<file path="config.mk">
export PLATFORM = sky130hd
export DESIGN_NAME = upmod12_arb_ctrl
export DESIGN_NICKNAME = d
export VERILOG_FILES = /design/src/rtl/upmod12_arb_ctrl.sv
export SDC_FILE = /design/constraint.sdc
export NUM_CORES = 1
export LEC_CHECK = 0
export CAP_MARGIN = 40
export CORE_MARGIN = 4
export CORE_UTILIZATION = 46
export DETAILED_ROUTE_END_ITERATION = 6
export PLACE_DENSITY = 0.79
export RECOVER_POWER = 100
export SYNTH_ARGS = -nofsm -noshare
export SYNTH_HDL_FRONTEND = slang
export SYNTH_SLANG_ARGS = --single-unit
</file>
<file path="constraint.sdc">
create_clock -name clk -period 1.71 [get_ports clk]
set_clock_uncertainty 0.05 [all_clocks]
set_input_delay 0.2565 -clock clk [delete_from_list [all_inputs] [get_ports clk]]
set_output_delay 0.2565 -clock clk [all_outputs]
set_load 0.1 [all_outputs]
</file>
<file path="src/rtl/upmod12_arb_ctrl.sv">
// Round-robin arbiter that lends one upmod12 counter to two requesters,
// loading the granted start value and reporting completion or counter fault.
module upmod12_arb_ctrl #(
  parameter int W    = 4,
  parameter int TERM = 11,
  parameter int MOD  = 12,
  parameter int WDOG = 12
) (
  input  logic         clk,
  input  logic         rst,
  input  logic [1:0]   req,
  input  logic [W-1:0] start0,
  input  logic [W-1:0] start1,
  output logic [1:0]   gnt,
  output logic [1:0]   done,
  output logic         err,
  output logic         busy,
  output logic         cnt_load,
  output logic [W-1:0] cnt_a,
  input  logic [W-1:0] cnt_count
);

  // state | meaning
  // IDLE  | no owner; arbitrate among pending requests
  // LOAD  | one cycle driving the captured start value into the counter
  // RUN   | counter running; watch for terminal count, abort or watchdog
  // DONE  | one-cycle done/err pulse to the owner, then hand priority over
  localparam logic [1:0] S_IDLE = 2'd0;
  localparam logic [1:0] S_LOAD = 2'd1;
  localparam logic [1:0] S_RUN  = 2'd2;
  localparam logic [1:0] S_DONE = 2'd3;

  localparam int WD = (WDOG > 1) ? $clog2(WDOG) : 1;
  localparam logic [W-1:0]  TERM_W    = W'(TERM);
  localparam logic [WD-1:0] WDOG_LAST = WD'(WDOG - 1);

  logic [1:0]    state;
  logic          id;
  logic          rr;
  logic          flag;
  logic [W-1:0]  val;
  logic [WD-1:0] wdog;

  logic          sel;
  logic [W-1:0]  sel_val;
  logic          sel_bad;
  logic [1:0]    id_oh;

  always_comb begin
    sel     = (req == 2'b11) ? rr : req[1];
    sel_val = sel ? start1 : start0;
    sel_bad = (32'(sel_val) >= 32'(MOD));
  end

  always_ff @(posedge clk or negedge rst) begin
    if (!rst) begin
      state <= S_IDLE;
      id    <= 1'b0;
      rr    <= 1'b0;
      flag  <= 1'b0;
      val   <= '0;
      wdog  <= '0;
    end else begin
      case (state)
        S_IDLE: begin
          if (req != 2'b00) begin
            id    <= sel;
            val   <= sel_val;
            flag  <= sel_bad;
            // an out-of-range start never touches the counter
            state <= sel_bad ? S_DONE : S_LOAD;
          end
        end
        S_LOAD: begin
          wdog  <= '0;
          state <= S_RUN;
        end
        S_RUN: begin
          wdog <= wdog + 1'b1;
          if (!req[id]) begin
            state <= S_IDLE;
          end else if (cnt_count == TERM_W) begin
            flag  <= 1'b0;
            state <= S_DONE;
          end else if (wdog == WDOG_LAST) begin
            flag  <= 1'b1;
            state <= S_DONE;
          end
        end
        S_DONE: begin
          rr    <= ~id;
          state <= S_IDLE;
        end
        default: state <= S_IDLE;
      endcase
    end
  end

  always_comb begin
    id_oh    = {id, ~id};
    busy     = (state != S_IDLE);
    cnt_load = (state == S_LOAD);
    cnt_a    = cnt_load ? val : '0;
    gnt      = busy ? id_oh : 2'b00;
    done     = (state == S_DONE) ? id_oh : 2'b00;
    err      = (state == S_DONE) && flag;
  end

endmodule

</file>
==> results_dict.tcl <==
set metrics [dict create \
    required_ps 1400 \
    cp.arrival_ps 1420 \
    worstSetupEndpointType "primary output" \
    status "finished with violations" \
    drv_slew 0 \
    clk_pin_slew_worst_paths_ps 90 \
    cts_max_path_buffers 2 \
    ir_worst_vdd_mv 1.48 \
    leakage_uw 0.000634 \
    placed_cell_area_sq_um 1370 \
    fillCellCount 113 \
    yosysUniqueCellTypes 30 \
    grt.overflow.total 0 \
    grt_pass1_vias 899 \
    cts_buffers 3 \
    internal-power_uw 1530 \
    cp_max_fo 6 \
    synth_area_sq_um 895 \
    drc 0 \
    antenna_left 0 \
    gp_congestion 0.873 \
    num_antenna_cells 0 \
    die-area_sq_um 2710 \
    portBuffers 26 \
    wl_per_cell_um 16.5 \
    finalWirelength_um 2740 \
    grt_max_degree 14 \
    hold_violations 0 \
    vias 926 \
    place_inst 155 \
    cts_tree "yes" \
    dr.pass1.iters 4 \
    setup_slack_ps -15.5 \
    rows 15 \
    grt_pass1_wl_um 4020 \
    p_clk_share_pct 6.4 \
    rsz0062_at_grt "true" \
    ys_warn_count 0 \
    final_nets 165 \
    violations "setup timing" \
    cts_max_level 1 \
    synthCells 100 \
    antenna_found_initial 0 \
    crit_path_start_kind "flip-flop" \
    p_comb_share_pct 75.8 \
    clock.fmax_ghz 0.580 \
    cap_violations 0 \
    clock_latency_ps 280 \
    syn_nets 123 \
    start_util_pct 50.2 \
    area_delta_synth_final_pct 64.6 \
    fin_crit_ps 1730 \
    synth-seq-cells 13 \
    die_y_um 52.1 \
    final_area_sq_um 1470 \
    synth_seq_area_share_pct 36.4 \
    hpwlAfterDp_um 1920 \
    pwr_density_cell_nw_per_um2 2200 \
    switchingPower_uw 1710 \
    relSlewSlack_pct 49.8 \
    core_area_sq_um 1780 \
    tightest_slew_ps 753 \
    final_cells 166 \
    hold_path_class "reg -> reg" \
    fin_crit_sh_pct 101 \
    p_seq_share_pct 17.7 \
    p_sw_share_pct 52.9 \
    postSynthAreaPerCell_sq_um 8.95 \
    viasPerCell 5.58 \
    cts_sinks 13 \
    drive_gt1_share_pct 34.8 \
    path_class "reg -> out" \
    die_w_um 52.1 \
    clockRootBuffer "clkbuf_4" \
    drt_iter0_drc 33 \
    grt.total_usage_pct 20.5 \
    boundaryPins 27 \
    final-setup-viol-count 1 \
]
layer usage:
| layer | share of wire, % | track usage (%) |
|---|---|---|
| met1 | 39 | 22.0 |
| met2 | 53 | 37.2 |
| met3 | 5.6 | 3.15 |
| met4 | 2.0 | 11.8 |
| met5 | 0 | 0 |
final cells by class:
type | count | area [sq um] | share of cell area, %
Clock inverter | 1 | 5.00 | 0.340
Tap cell | 25 | 31.3 | 2.12
Inverter | 10 | 41.3 | 2.80
Sequential cell | 13 | 327 | 22.2
Timing Repair Buffer | 39 | 464 | 31.5
Clock buffer | 3 | 22.5 | 1.53
Multi-Input combinational cell | 75 | 582 | 39.5
placed cells by master, fill, tap and decap left out, types with 2 or more instances in the layout:
cell type / n
and2_4: 6
clkdlybuf4s50_1: 14
clkbuf_4: 3
o21ai_0: 12
ha_2: 2
ha_4: 2
nand2_1: 10
buf_4: 12
buf_12: 11
inv_1: 7
dfrtp_1: 12
inv_2: 2
nand3b_1: 2
nor2_1: 5
ha_1: 3
mux2i_1: 6
nand3_1: 4
nor3b_1: 2
a21oi_1: 2
through the flow:
step	setup slack [ps]	setup TNS, ps	hold slack [ps]	power [uW]	utilization (%)
2_1_floorplan	-240	-936	-89.1	2050	-
4_1_cts	-16.7	-29.8	270	3110	80.7
3_5_place_dp	-136	-421	420	2800	76.8
3_3_place_gp	-63.3	-72.6	412	2750	76.8
5_1_grt	-75.1	-215	489	3390	82.6
6_report	-15.5	-15.5	450	3240	82.6
kinds of logic after synthesis:
| kind of cell | synth area share (%) |
|---|---|
| adder cells (fa/ha/maj) | 9.79 |
| buffers and inverters | 6.29 |
| multiplexers | 7.97 |
| flip-flops | 36.4 |
| AND/OR/NAND/NOR | 21.5 |
| AO/OA/AOI/OAI | 18.0 |
power groups by stage:
stage / clock network [uW] / registers [uW] / logic [uW]
after detailed placement: 0 / 564 / 2240
after global routing: 221 / 592 / 2580
after global placement: 0 / 556 / 2190
after CTS: 203 / 560 / 2350
final: 208 / 575 / 2460
after floorplan: 0 / 518 / 1530
Yosys cell counts:
cell type,count,area share [%]
o31a_1,1,0.98
o32a_1,1,1.1
nor2b_1,2,1.4
buf_6,1,1.3
mux2_2,1,1.3
nand3_1,4,2.2
nor3_1,1,0.56
nand4b_1,1,0.98
mux2i_1,6,6.7
inv_1,10,4.2
o2111ai_1,1,0.98
nand3b_1,2,1.7
buf_4,1,0.84
a211oi_2,1,1.4
o41ai_1,1,0.98
and2_1,7,4.9
a31oi_1,1,0.70
o21ai_1,1,0.56
o21a_1,1,0.84
nor3b_1,2,1.7
ha_1,7,9.8
dfrtp_1,13,36
o211ai_1,1,0.84
a21oi_1,2,1.1
nor2_1,6,2.5
nor4_1,1,0.70
nand2_1,10,4.2
o21ai_0,12,6.7
o21ai_4,1,1.8
nand2b_1,1,0.70
state kept, by name, indices dropped and copies added (netlist names):
name	flops
flag	1
rr	1
id	1
wdog	4
val	4
state	2
critical path, stage by stage, from the launching register on:
cell        delay, ps
dfrtp_1           450
inv_2             140
ha_4              200
clkinvlp_4        150
buf_12            190
timing repair:
item                                   4_1_cts  5_1_grt
pin swaps                                    0        1
resized for setup                            2        6
hold buffers                                 0        0
setup endpoints to repair                    8       11
setup buffers                                4        3
endpoints found under the hold margin        0        0
path summary, 6_finish.rpt:
| check | slack [ps] | cells after the start | endpoint | from |
|---|---|---|---|---|
| max in group asynchronous | 570 | 2 | id | rst |
| worst min register to register | 450 | 2 | val[3] | val[3] |
| min in group asynchronous | 530 | 2 | rr | rst |
| worst max-delay path | -20 | 4 | busy | state[1] |
| worst min-delay path | 450 | 2 | val[3] | val[3] |
| worst max register to register | 50 | 6 | state[0] | state[1] |
Note: power is estimated with default switching activity, not from simulation.
